$ cat config.mk
export PLATFORM = sky130hd
export DESIGN_NAME = cfg_loader
export DESIGN_NICKNAME = d
export VERILOG_FILES = /design/src/rtl/cfg_pkg.sv /design/src/rtl/cfg_strobe_decode.sv /design/src/rtl/cfg_loader.sv
export SDC_FILE = /design/constraint.sdc
export NUM_CORES = 1
export LEC_CHECK = 0
export BUFFER_PORTS_ARGS = -buffer_cell sky130_fd_sc_hd__buf_2
export CAP_MARGIN = 5
export CORE_AREA = 5 5 97 99
export DETAILED_ROUTE_END_ITERATION = 6
export DIE_AREA = 0 0 102 104
export GPL_TIMING_DRIVEN = 0
export PLACE_DENSITY = 0.6
export SETUP_SLACK_MARGIN = 0.15
export SLEW_MARGIN = 25
export SYNTH_ARGS = -nofsm -noshare
export SYNTH_HDL_FRONTEND = slang
export SYNTH_SLANG_ARGS = --single-unit
$ cat constraint.sdc
create_clock -name clk -period 1.62 [get_ports clk]
set_clock_uncertainty 0.15 [all_clocks]
set_input_delay 0.081 -clock clk [delete_from_list [all_inputs] [get_ports clk]]
set_output_delay 0.081 -clock clk [all_outputs]
set_load 0.05 [all_outputs]
$ cat src/rtl/cfg_pkg.sv
// Shared encodings for the tile configuration loader.
package cfg_pkg;

  localparam int CFG_W = 8;

  // Byte position within one tile's four-byte configuration record.
  typedef enum logic [1:0] {
    FIELD_X  = 2'd0,
    FIELD_Y  = 2'd1,
    FIELD_AB = 2'd2,
    FIELD_CX = 2'd3
  } field_e;

  typedef enum logic {
    ST_IDLE = 1'b0,
    ST_LOAD = 1'b1
  } state_e;

endpackage

$ cat src/rtl/cfg_strobe_decode.sv
// Turns (tile index, field) into four one-hot per-tile write strobes.
// Purely combinational; the loader registers the outputs.
module cfg_strobe_decode
  import cfg_pkg::*;
#(
  parameter  int BLOCKS = 16,
  localparam int AW     = $clog2(BLOCKS)
) (
  input  logic              en,
  input  logic [AW-1:0]     tile,
  input  field_e            field,
  output logic [BLOCKS-1:0] dec_x,
  output logic [BLOCKS-1:0] dec_y,
  output logic [BLOCKS-1:0] dec_ab,
  output logic [BLOCKS-1:0] dec_cx
);

  // Only indices below BLOCKS exist, so an out-of-range tile value decodes to nothing.
  always_comb begin
    dec_x  = '0;
    dec_y  = '0;
    dec_ab = '0;
    dec_cx = '0;
    for (int i = 0; i < BLOCKS; i++) begin
      if (en && (tile == AW'(i))) begin
        case (field)
          FIELD_X:  dec_x[i]  = 1'b1;
          FIELD_Y:  dec_y[i]  = 1'b1;
          FIELD_AB: dec_ab[i] = 1'b1;
          FIELD_CX: dec_cx[i] = 1'b1;
          default:  ;
        endcase
      end
    end
  end

endmodule

$ cat src/rtl/cfg_loader.sv
// Configuration sequencer: streams bytes into tiles 0..BLOCKS-1, four
// bytes per tile, driving a shared data bus plus per-tile write strobes.
//
//   state   | meaning
//   --------+-----------------------------------------------------------
//   ST_IDLE | no load in progress; bytes refused; waits for start
//   ST_LOAD | accepting bytes; tile/field counters select the next target
module cfg_loader
  import cfg_pkg::*;
#(
  parameter  int BLOCKS = 16,
  localparam int AW     = $clog2(BLOCKS)
) (
  input  logic              clk,
  input  logic              rst_n,
  input  logic              start,
  input  logic [CFG_W-1:0]  in_data,
  input  logic              in_valid,
  output logic              in_ready,
  output logic [CFG_W-1:0]  cfg_out,
  output logic [BLOCKS-1:0] set_x,
  output logic [BLOCKS-1:0] set_y,
  output logic [BLOCKS-1:0] set_ab,
  output logic [BLOCKS-1:0] set_cx,
  output logic              busy,
  output logic              done
);

  localparam logic [AW-1:0] LAST_TILE = AW'(BLOCKS - 1);

  state_e        state_q, state_d;
  logic [AW-1:0] tile_q, tile_d;
  field_e        field_q, field_d;
  logic          done_q, done_d;
  logic          accept;

  logic [BLOCKS-1:0] dec_x, dec_y, dec_ab, dec_cx;

  // start owns the cycle it arrives in, so no byte can slip in alongside a restart.
  assign in_ready = (state_q == ST_LOAD) && !start;
  assign accept   = in_valid && in_ready;
  assign busy     = (state_q == ST_LOAD);
  assign done     = done_q;

  cfg_strobe_decode #(.BLOCKS(BLOCKS)) u_decode (
    .en    (accept),
    .tile  (tile_q),
    .field (field_q),
    .dec_x (dec_x),
    .dec_y (dec_y),
    .dec_ab(dec_ab),
    .dec_cx(dec_cx)
  );

  // Next-state, tile/field advance and the sticky done flag.
  always_comb begin
    state_d = state_q;
    tile_d  = tile_q;
    field_d = field_q;
    done_d  = done_q;
    if (start) begin
      state_d = ST_LOAD;
      tile_d  = '0;
      field_d = FIELD_X;
      done_d  = 1'b0;
    end else begin
      case (state_q)
        ST_IDLE: ;
        ST_LOAD: begin
          if (accept) begin
            if (field_q == FIELD_CX) begin
              field_d = FIELD_X;
              // The tile counter stops on the last tile rather than wrapping.
              if (tile_q == LAST_TILE) begin
                state_d = ST_IDLE;
                done_d  = 1'b1;
              end else begin
                tile_d = tile_q + AW'(1);
              end
            end else begin
              field_d = field_e'(field_q + 2'd1);
            end
          end
        end
        default: state_d = ST_IDLE;
      endcase
    end
  end

  // State/counter registers plus the registered bus and strobes.
  always_ff @(posedge clk) begin
    if (!rst_n) begin
      state_q <= ST_IDLE;
      tile_q  <= '0;
      field_q <= FIELD_X;
      done_q  <= 1'b0;
      cfg_out <= '0;
      set_x   <= '0;
      set_y   <= '0;
      set_ab  <= '0;
      set_cx  <= '0;
    end else begin
      state_q <= state_d;
      tile_q  <= tile_d;
      field_q <= field_d;
      done_q  <= done_d;
      // Tiles ignore cfg_out without a strobe, so it simply holds between bytes.
      if (accept) cfg_out <= in_data;
      set_x  <= dec_x;
      set_y  <= dec_y;
      set_ab <= dec_ab;
      set_cx <= dec_cx;
    end
  end

endmodule

Word level (Yosys, flattened, before mapping)

Index checks and enable logic that the tools add are counted.

$add $sub $neg: 2
Eq/ne operators: 18
Multiplexer cells: 10
Bitwise operators: 2
Reduce and logical (&&, ||, !) cells: 41

Operator list:

| operator                                                               | count |
|---|---|
| 2-bit AND reduction                                                    | 17 |
| 4-bit equality test (second input constant)                            | 8 |
| 1-bit logical AND                                                      | 18 |
| 4-bit by 3-bit equality test with 1-bit output (second input constant) | 4 |
| 1-bit two-way mux                                                      | 9 |
| 4-bit by 2-bit equality test with 1-bit output (second input constant) | 2 |
| 4-bit AND reduction                                                    | 2 |
| 4-bit by 1-bit adder with 4-bit output (second input constant)         | 1 |
| 2-bit equality test (second input constant)                            | 2 |
| 4-bit by 1-bit equality test with 1-bit output (second input constant) | 1 |
| 4-bit logical NOT                                                      | 1 |
| 2-bit by 1-bit adder with 2-bit output (second input constant)         | 1 |
| 2-bit by 1-bit equality test with 1-bit output (second input constant) | 1 |
| 2-bit logical NOT                                                      | 1 |
| 2-bit two-way mux                                                      | 1 |
| 1-bit inverter                                                         | 2 |
| 2-bit OR reduction                                                     | 1 |
| 1-bit logical NOT                                                      | 1 |

Flip-flop bits (word level): 80
Bits of input ports: 12
Output and inout bits: 75
Logic and storage cells: 142

Logic depth before layout (Yosys ltp)

Gate-level depths: netlist of the first run.

Depth in word-level cells: 6
Depth in mapped cells: 5
Gate-level depth less buffers: 4

Modules after synthesis

From an unflattened synthesis of the first run, not the netlist that was laid out.

Cell total of the unflattened synthesis: 302
Area total of the unflattened synthesis: 2,859.0 µm²

Modules (own cells, without submodules):

| module            | instances | cells each | area each (µm²) | sequential area each (µm²) |
|---|---|---|---|---|
| cfg_loader        | 1         | 209        | 2,389.8         | 1,601.5 |
| cfg_strobe_decode | 1         | 93         | 469.2           | 0.0 |

Worst setup path before layout of the first run

OpenSTA, ideal clock, no wires.

Path kind: register to output
Start point: reg state_q, in the netlist busy
End point: out in_ready
Arrival time: 1.503 ns
Required time: 1.389 ns
Path slack: -0.114 ns
Cell stages (with the launch flop): 3
Buffers on the path: 0
Cell sequence: dfxtp_1 inv_1 nor2_1

Word-level cells in the longest chain between the ends: 1

RTL lines:

| what                     | RTL line          | text |
|---|---|---|
| start: declaration       | cfg_loader.sv:31  | `state_e state_q, state_d;` |
| start signal: assignment | cfg_loader.sv:103 | `state_q <= state_d;` |
| 1-bit logical AND        | cfg_loader.sv:40  | `assign in_ready = (state_q == ST_LOAD) && !start;` |
| end: declaration         | cfg_loader.sv:19  | `output logic in_ready,` |

Every way passes these cells.

Final worst setup path of the first run

Start point: reg field_q[0]
End point: reg tile_q[2]

Word-level cells in the longest chain between the ends: 2

RTL lines:

| what                          | RTL line          | text |
|---|---|---|
| start: declaration            | cfg_loader.sv:33  | `field_e field_q, field_d;` |
| start signal: assignment      | cfg_loader.sv:105 | `field_q <= field_d;` |
| 2-bit equality test           | cfg_loader.sv:71  | `if (field_q == FIELD_CX) begin` |
| 4-bit AND reduction (no line) | --                |  |
| end signal: assignment        | cfg_loader.sv:104 | `tile_q <= tile_d;` |
| end: declaration              | cfg_loader.sv:32  | `logic [AW-1:0] tile_q, tile_d;` |

Every way passes these cells.
A chain may end at the register's enable or synchronous reset.

==> metrics.cfg, run 1 <==
[status]
outcome = finished clean

[setup_path]
crit_path_start = field_q[0]
worstRegToRegCells = 5
critPathKind = flip-flop to flip-flop
reg2reg_to = tile_q[2]
r2r_setup_slack_ns = 0.14
timing.rr.start = field_q[0]
crit_fanout = 6
crit_arrival_ns = 1.55
required_ns = 1.70
setup.worst_path.start_class = flip-flop
crit_path_end_kind = flip-flop

[timing]
finalMaxSlewViolations = 0
slew_headroom_pct = 74.18
fmax_mhz = 677.9
grt_setup_unrepaired = true
finalSetupViolCount = 0
worstMarginPinSlew_ns = 0.3873
finalHoldViolCount = 0
finalCritPeriodShare_pct = 91.05
fin_ws_ns = 0.1449
fin_crit_ns = 1.475

[synth]
syn-num-nets = 264
ys_seq_area_share_pct = 64.61
synth.most_common_cell = dfxtp_1
netlist_instances = 244
synthTopCellsByArea = dfxtp_1 65%, nor2_1 9.8%, nand3_1 4.2%
yosys-top-cells-count = 80 x dfxtp_1, 65 x nor2_1, 21 x nand3_1
synth_seq_cells = 80
async_flop_share_pct = 0
synth_edf_count = 0
synthDominantCellAreaShare_pct = 64.61
syn_area_um2 = 2479
synth_warnings = 0
yosysTopAreaCell = dfxtp_1
synth_cell_types = 25
avgSynthCellArea_um2 = 10.16
synth_top_flop_cell = dfxtp_1

[clocking]
cts_buffers = 9
cts.path.max_buffers = 2
insertion_delay_ns = 0.34
clk_pin_slew_worst_paths_ns = 0.08
ctsRootBufferMaster = clkbuf_8
htree_levels = 3
cts.sinks = 80
cts_tree = done

[floorplanning]
start_util_pct = 29.28
rows = 34
die_h_um = 104
core_area_um2 = 8466
die_w_um = 102
ios = 87
die_area_um2 = 10610

[worst_hold_path]
holdCritPathClass = input port to flip-flop
whs_path_depth = 3
holdPathEnd = field_q[1]
hold_start = rst_n

[global_route]
grt_max_degree = 15
grt.total_usage_pct = 12.11
grt-ovfl-total = 0
grt_pass1_vias = 1908
antenna_found_initial = 0
grt_pass1_wl_um = 9984

[routing]
vias_per_cell = 4.172
first_pass_iters = 4
dr.first_iter.drc_count = 42
vias = 1965
post-route-drc-count = 0
wl_um = 6115
wire_per_inst_um = 12.98
final_antenna_net_count = 0

[place]
place_area_um2 = 3048
place.gp.congestion = 0.6849
place_ws_ns = -0.02349
dp_hpwl_um = 4287
port_buffers = 85

[layout]
layout-drive-gt1-share_pct = 37.74
final.fill_count = 866
multi_input_area_um2 = 844.6
finalInstanceArea_um2 = 3525
syn_to_final_growth_pct = 42.20
nNetsFinal = 378
diodes = 0
area.sequential_um2 = 1615

[pwr]
p_leak_nw = 1.622
p_per_area_nw_per_um2 = 1050
p_total_mw = 3.700
vdd_ir_drop_max_v = 0.0004634

[job]
maxCapViolations = 0

-- metal layers --
metal	up-vias	share of wire [%]	track usage [%]
met1	891	46	15.81
met2	53	47	18.66
met3	5	6.1	3.890
met4	0	1.2	4.217
met5	-	0	0
li1	1016	-	-
-- cell type report --
type | instances | area share, %
clock inverter | 7 | 2.627
tap | 108 | 3.834
clock buffer | 9 | 3.514
buffer | 12 | 2.875
inverter | 5 | 0.5325
timing repair buffer | 103 | 16.83
sequential | 80 | 45.83
multi-input combinational | 147 | 23.96
-- power breakdown --
| part | switching, mW | total [mW] | internal (mW) |
|---|---|---|---|
| registers | 0.00657 | 1.98 | 1.97 |
| logic | 0.0813 | 0.138 | 0.0570 |
| clock network | 0.715 | 1.59 | 0.871 |
-- how the worst max path moves through the flow --
stage | endpoint | slack [ns]
3_5_place_dp | tile_q[3] | -0.02
3_3_place_gp | tile_q[3] | -0.002
6_report | tile_q[2] | 0.14
2_1_floorplan | tile_q[3] | 0.15
5_1_grt | tile_q[2] | 0.04
4_1_cts | tile_q[3] | 0.09
-- critical path, cell delays in order (launching register included) --
cell      delay [ns]
dfxtp_4         0.39
ha_4            0.18
nand4b_1        0.17
buf_4           0.18
nor3b_2         0.19
a211oi_2        0.09
-- state kept, by name, summed over array words and instances, names as in the netlist --
register	count
done	1
set_cx	16
field_q	2
set_x	16
cfg_out	8
busy	1
tile_q	4
set_ab	16
set_y	16
-- through the flow --
step | setup TNS (ns) | hold WS [ns] | instances | util [%]
finish | 0 | 0.04703 | 471 | 41.63
global route | 0 | 0.06414 | 471 | 41.63
CTS | 0 | 0.02411 | 465 | 40.39
detailed placement | -0.02349 | 0.1905 | 437 | 36.00
global placement | -0.002263 | 0.1833 | 437 | 36.00
floorplan | 0 | 0.05409 | 244 | -
-- what timing repair did --
action,4_1_cts,5_1_grt
gates resized for setup,9,23
hold endpoints to repair,16,0
hold buffers,12,0
pin swaps,0,3
endpoints found under the setup margin,22,44
buffers inserted,0,6
-- cell usage in the layout (no fill, tap or decap), types with 6 or more instances in the layout --
master | Yosys | final
ha_1 | 8 | 6
dlygate4sd3_1 | 0 | 11
buf_4 | 0 | 8
dfxtp_1 | 80 | 75
clkbuf_8 | 0 | 9
nor2_1 | 65 | 61
nand3_1 | 21 | 20
a21oi_1 | 7 | 7
nand2_1 | 19 | 19
buf_2 | 4 | 87
a21boi_0 | 8 | 8
-- cells by family (layout without fill, tap and decap cells) --
group	after synthesis	in the layout	synth area share [%]
adders and majority gates	8	8	4.039
buffers and inverters	17	136	3.988
DFF	80	80	64.61
AOI/OAI and AO/OA	21	21	5.402
and+or+nand+nor	118	118	21.96
Power figures use the tool's default switching activity.
==> run 2, diff against run 1 <==
CORE_AREA = 5 5 104 106   (was 5 5 97 99)
DIE_AREA = 0 0 109 111   (was 0 0 102 104)
PLACE_DENSITY = 0.59   (was 0.6)
SYNTH_HIERARCHICAL = 1   (was unset)
==> run 2 against run 1 <==
  * The run now ends with setup timing left
  * Total power is 6.2% lower
  * Final area is 23% higher
  * First-iteration DRC count is 93% higher
  * Flip-flop and latch count stayed put
  * Largest cell class unchanged
  * Largest power group unchanged
==> metrics.cfg, run 2 <==
[status]
outcome = complete, but fails checks
violations = setup timing

[timing]
finalSetupViolCount = 39  ; +39
fin_ws_ns = -0.06938  ; -0.2143 ns
fin_crit_ns = 1.689  ; +0.2143 ns
finalMaxSlewViolations = 0  ; unchanged
grt_setup_unrepaired = true
worstMarginPinSlew_ns = 0.4780  ; +0.09076 ns
finalHoldViolCount = 0  ; unchanged
fmax_mhz = 591.9  ; -13%
slew_headroom_pct = 68.13  ; -6.1 points
finalCritPeriodShare_pct = 104.3  ; +13 points

[clocking]
ctsRootBufferMaster = clkbuf_8
insertion_delay_ns = 0.35  ; about the same
cts.sinks = 80  ; unchanged
cts_tree = done
clk_pin_slew_worst_paths_ns = 0.08  ; about the same
htree_levels = 3  ; unchanged
cts.path.max_buffers = 2  ; unchanged
cts_buffers = 9  ; unchanged

[routing]
post-route-drc-count = 0  ; unchanged
wl_um = 7717  ; +26%
vias = 2467  ; +26%
dr.first_iter.drc_count = 81  ; +93%
wire_per_inst_um = 13.49  ; +3.9%
vias_per_cell = 4.313  ; +3.4%
final_antenna_net_count = 0  ; unchanged
first_pass_iters = 4  ; unchanged

[setup_path]
setup.worst_path.start_class = flip-flop
crit_arrival_ns = 1.83  ; +0.28 ns
timing.rr.start = busy
crit_fanout = 10  ; +4
crit_path_end_kind = flip-flop
worstRegToRegCells = 8  ; +3
r2r_setup_slack_ns = -0.07  ; -0.21 ns
critPathKind = flip-flop to flip-flop
reg2reg_to = set_y[2]
required_ns = 1.76  ; +0.06 ns

[place]
dp_hpwl_um = 5076  ; +18%
place_ws_ns = -0.3234  ; -0.2999 ns
port_buffers = 86  ; +1.2%
place_area_um2 = 3506  ; +15%
place.gp.congestion = 0.7285  ; +6.4%

[synth]
async_flop_share_pct = 0  ; unchanged
yosys-top-cells-count = 80 x dfxtp_1, 65 x nor2_1, 64 x and2_1
synthTopCellsByArea = dfxtp_1 56%, and2_1 14%, nor2_1 8.5%
yosysTopAreaCell = dfxtp_1
synth_seq_cells = 80  ; unchanged
synth.most_common_cell = dfxtp_1
syn_area_um2 = 2859  ; +15%
avgSynthCellArea_um2 = 9.467  ; -6.8%
syn-num-nets = 316  ; +20%
synth_edf_count = 0  ; unchanged
synth_warnings = 6  ; +6
synth_cell_types = 33  ; +32%
netlist_instances = 302  ; +24%
synthDominantCellAreaShare_pct = 56.02  ; -8.6 points
ys_seq_area_share_pct = 56.02  ; -8.6 points
synth_top_flop_cell = dfxtp_1

[floorplanning]
start_util_pct = 29.52  ; +0.24 points
core_area_um2 = 9684  ; +14%
die_area_um2 = 12100  ; +14%
die_h_um = 111  ; +6.7%
rows = 36  ; +5.9%
die_w_um = 109  ; +6.9%
ios = 87  ; unchanged

[layout]
final_common_cell = buf_2
final_util_pct = 44.87  ; +3.2 points
diodes = 0  ; unchanged
finalInstanceArea_um2 = 4345  ; +23%
syn_to_final_growth_pct = 51.99
nNetsFinal = 449  ; +19%
final_cell_mix = 85 x buf_2, 75 x dfxtp_1, 58 x and2_1
layout-drive-gt1-share_pct = 43.74  ; +6.0 points

[pwr]
p_leak_nw = 1.863  ; +15%
p_per_area_nw_per_um2 = 799.1  ; -24%
vdd_ir_drop_max_v = 0.0003398  ; -27%

[global_route]
grt_max_degree = 13  ; -2
grt_pass1_vias = 2282  ; +20%
grt.total_usage_pct = 11.94  ; -0.16 points
grt_pass1_wl_um = 11260  ; +13%
grt-ovfl-total = 0  ; unchanged
antenna_found_initial = 0  ; unchanged

[worst_hold_path]
holdCritPathClass = input port to flip-flop
whs_path_depth = 4  ; +1
hold_start = in_valid
holdPathEnd = tile_q[0]

[job]
maxCapViolations = 0  ; unchanged

==> run 2: changes by cell type after synthesis, sizes merged, moves of 2 or more <==
cell,change
a21oi,-3
and2,+64
buf,-5
clkbuf,+11
ha,-6
inv,-4
nand3,-18
nand4,+2
nand4b,+4
nand4bb,+6
nor3,+2
or4b,+4
==> run 2: how the worst max path moves through the flow <==
stage | startpoint | end | cells past startpoint | slack [ns]
global placement | busy | set_y[2] | 8 | -0.32
global route | busy | set_ab[2] | 8 | -0.13
finish | busy | set_y[2] | 8 | -0.07
CTS | busy | set_y[3] | 8 | -0.06
detailed placement | busy | set_y[2] | 8 | -0.32
floorplan | busy | set_cx[3] | 8 | -0.23
==> run 2: per-layer routing <==
| layer | vias to the layer above | track usage [%] | part of all wire [%] |
|---|---|---|---|
| li1 | 1242 | - | - |
| met1 | 1142 | 14.70 | 44 |
| met2 | 73 | 19.45 | 48 |
| met3 | 10 | 3.320 | 6.2 |
| met4 | 0 | 4.798 | 1.3 |
| met5 | - | 0 | 0 |
==> run 2: per-stage QoR <==
| stage | setup TNS, ns | power, mW | hold slack, ns | std cells |
|---|---|---|---|---|
| global route | -4.290 | 3.611 | 0.02340 | 572 |
| floorplan | -2.945 | 2.112 | 0.05401 | 302 |
| finish | -1.263 | 3.472 | 0.02586 | 572 |
| CTS | -0.9723 | 3.507 | 0.03599 | 559 |
| global placement | -11.08 | 2.155 | 0.1827 | 521 |
| detailed placement | -11.87 | 2.158 | 0.1898 | 521 |
==> run 2: layout make-up <==
class	count	area, um^2
timing repair buffer	122	828.3
multi-input combinational	203	1404
tap	133	166.4
sequential	80	1620
clock buffer	13	160.2
buffer	18	146.4
clock inverter	2	13.76
fill	929	5339
inverter	1	6.256
==> run 2: report_power, final <==
part / total (mW) / internal, mW / switching, mW
registers: 1.97 / 1.97 / 0.00557
clock network: 1.32 / 0.644 / 0.674
logic: 0.182 / 0.0790 / 0.103
total: 3.47 / 2.69 / 0.783
==> run 2: worst max-delay path, cell delays in order (launching register included) <==
cell and delay, ns:
dfxtp_4 0.36, nand3b_4 0.09, inv_4 0.07, buf_8 0.09, or3b_4 0.37, buf_8 0.14
buf_8 0.14, nor2_1 0.09, and2_1 0.13
==> run 2: kinds of logic after synthesis <==
family	Yosys count	synth area share, %
simple gates	181	35.58
xor+xnor	1	0.3064
compound gates	19	4.376
buf+inv	19	2.844
fa+ha+maj	2	0.8751
flops	80	56.02
==> run 2: what timing repair did <==
action                                  CTS  global route
buffers inserted                         13            10
endpoints found under the setup margin   69            66
hold endpoints to repair                 12             0
pin swaps                                14            10
resized for setup                        20            79
cloned                                    0             3
hold buffers                             10             0
==> run 3, diff against run 2 <==
HOLD_SLACK_MARGIN = 0.03   (was unset)
REMOVE_ABC_BUFFERS = 1   (was unset)
==> run 3 against run 2 <==
  * The flow now finishes without violations
  * Via count decreased by 2.6%
  * Routed wire length decreased by 5.1%
  * Clock-buffer cell count decreased by 3
  * Global-route usage up 0.22 points
  * Largest cell class unchanged
  * First-iteration DRC count up 46%
  * Total power grew 8.0%
  * Worst setup slack better by 0.18 ns
  * Combinational power is 13% lower
  * Utilization is 2.2 points lower
  * Die area did not move
  * Non-clock buffer count shrank 15
==> metrics.cfg, run 3 (same netlist as run 2, synthesis figures left out) <==
[setup_path]
worstRegToRegCells = 5  ; -3
slowest_delay_ns = 0.46  ; +0.09 ns
timing.rr.start = busy
crit_path_end_kind = flip-flop
r2r_setup_slack_ns = 0.11  ; +0.18 ns
crit_fanout = 8  ; -2
crit_family = simple AND/OR/NAND/NOR gates
required_ns = 1.76  ; about the same
critPathKind = flip-flop to flip-flop
cp.depth = 5  ; -3
crit_arrival_ns = 1.65  ; -0.18 ns
setup.worst_path.start_class = flip-flop
reg2reg_to = set_x[1]
path_cells = nand3b_4 -> inv_8 -> or3b_4 -> nor2_1 -> and2_1
critPathBufInv = 1  ; -3
slowest_stage = or3b_4

[layout]
final.fill_count = 959  ; +3.2%
nNetsFinal = 435  ; -3.1%
layout-drive-gt1-share_pct = 40.14  ; -3.6 points
area.sequential_um2 = 1620  ; unchanged
syn_to_final_growth_pct = 44.46
finalInstanceArea_um2 = 4130  ; -5.0%
diodes = 0  ; unchanged
multi_input_area_um2 = 1318  ; -6.2%
final_cell_mix = 85 x buf_2, 75 x dfxtp_1, 64 x and2_1
final_common_cell = buf_2

[floorplanning]
core_area_um2 = 9684  ; unchanged
start_util_pct = 29.52  ; unchanged
rows = 36  ; unchanged
die_w_um = 109  ; unchanged
ios = 87  ; unchanged
die_area_um2 = 12100  ; unchanged
die_h_um = 111  ; unchanged

[worst_hold_path]
whs_path_depth = 5  ; +1
holdCritPathClass = input port to flip-flop
holdPathEnd = field_q[1]
hold_start = in_valid

[pwr]
pwr-share-comb_pct = 4.2  ; -1.1 points
p_sw_share_pct = 22.49  ; -0.067 points
vdd_ir_drop_max_v = 0.0004602  ; +35%
p_total_mw = 3.751  ; +8.0%
p_leak_nw = 1.788  ; -4.0%
p_per_area_nw_per_um2 = 908.1  ; +14%
intPower_mw = 2.907  ; +8.1%
p_clk_share_pct = 43.2  ; +5.2 points
seqPwrFrac_pct = 52.6  ; -4.2 points
netSwitchingPower_mw = 0.8433  ; +7.7%

[clocking]
htree_levels = 3  ; unchanged
cts.path.max_buffers = 2  ; unchanged
cts.sinks = 80  ; unchanged
cts_tree = done
clk_pin_slew_worst_paths_ns = 0.08  ; about the same
insertion_delay_ns = 0.35  ; about the same
ctsRootBufferMaster = clkbuf_8
cts_buffers = 9  ; unchanged

[job]
maxCapViolations = 0  ; unchanged

[routing]
vias_per_cell = 4.297  ; -0.37%
final_antenna_net_count = 0  ; unchanged
vias = 2402  ; -2.6%
wire_per_inst_um = 13.10  ; -2.9%
dr.first_iter.drc_count = 118  ; +46%
first_pass_iters = 4  ; unchanged
post-route-drc-count = 0  ; unchanged
wl_um = 7321  ; -5.1%

[timing]
setup_tns_ns = 0  ; +1.263 ns
whs_ns = 0.03387  ; +0.008016 ns
fin_crit_ns = 1.508  ; -0.1817 ns
finalSetupViolCount = 0  ; -100%
finalCritPeriodShare_pct = 93.07  ; -11 points
fmax_mhz = 663.3  ; +12%
finalHoldViolCount = 0  ; unchanged
worstMarginPinSlew_ns = 0.8789  ; +0.4008 ns
grt_setup_unrepaired = true
finalMaxSlewViolations = 0  ; unchanged
slew_headroom_pct = 41.41  ; -27 points

[place]
place_area_um2 = 3378  ; -3.6%
place.gp.congestion = 0.6695  ; -8.1%
dp_hpwl_um = 4117  ; -19%
port_buffers = 86  ; unchanged

[global_route]
antenna_found_initial = 0  ; unchanged
grt-ovfl-total = 0  ; unchanged
grt_max_degree = 75  ; +62
grt_pass1_vias = 2313  ; +1.4%
grt.total_usage_pct = 12.17  ; +0.22 points
grt_pass1_wl_um = 11600  ; +3.0%

[status]
outcome = finished clean

-- run 3: cell count changes in the layout (fill, tap and decap cells not counted), moves of 3 or more --
cell / before / now
and2_1: 58 / 64
buf_4: 12 / 19
clkbuf_2: 4 / 1
clkbuf_1: 11 / 1
buf_8: 6 / 2
nor2_1: 31 / 46
clkbuf_16: 4 / 0
and2_4: 6 / 0
nor2_4: 16 / 3
-- run 3: worst max-delay path by stage --
stage | startpoint | slack [ns] | end
3_3_place_gp | busy | -0.59 | set_x[10]
2_1_floorplan | busy | -0.53 | set_ab[0]
5_1_grt | busy | 0.05 | set_x[1]
3_5_place_dp | busy | -0.61 | set_ab[7]
4_1_cts | busy | 0.12 | set_cx[2]
6_report | busy | 0.11 | set_x[1]
-- run 3: final cells by class --
class | count | share of cell area, %
clock buffers | 10 | 3.090
clock inverters | 6 | 2.242
inverters | 1 | 0.2726
multi-input cells | 204 | 31.90
flip-flops and latches | 80 | 39.23
well taps | 133 | 4.029
repair buffers | 125 | 19.24
-- run 3: metrics by stage --
stage / cells / utilization [%] / setup WS [ns]
2_1_floorplan: 284 / - / -0.5298
3_3_place_gp: 503 / 34.88 / -0.5864
3_5_place_dp: 503 / 34.88 / -0.6109
4_1_cts: 549 / 40.54 / 0.1200
5_1_grt: 559 / 42.65 / 0.04600
6_report: 559 / 42.65 / 0.1123
-- run 3: metal layers --
layer | vias to the layer above | track usage, % | wire length (um)
li1 | 1218 | - | -
met1 | 1101 | 14.66 | 3157
met2 | 77 | 20.80 | 3641
met3 | 6 | 3.436 | 475
met4 | 0 | 3.535 | 47
met5 | - | 0 | 0
-- run 3: worst min-delay path: stages --
cell and delay, ns:
buf_2 0.13, nand3b_4 0.11, inv_8 0.05, nand2_1 0.06, a21oi_1 0.05
-- run 3: power groups by stage --
| stage | combinational [mW] | sequential, mW | clock (mW) |
|---|---|---|---|
| floorplan | 0.0352 | 2.05 | 0 |
| global placement | 0.112 | 2.03 | 0 |
| detailed placement | 0.114 | 2.03 | 0 |
| CTS | 0.154 | 1.97 | 1.65 |
| global route | 0.172 | 1.97 | 1.76 |
| finish | 0.158 | 1.97 | 1.62 |
-- run 3: timing repair --
| action | in CTS | in global routing |
|---|---|---|
| pin swaps | 8 | 9 |
| gates resized for setup | 28 | 37 |
| cloned | 1 | 0 |
| setup endpoints to repair | 73 | 60 |
| hold buffers | 9 | 0 |
| buffers inserted | 20 | 10 |
| endpoints found under the hold margin | 10 | 0 |
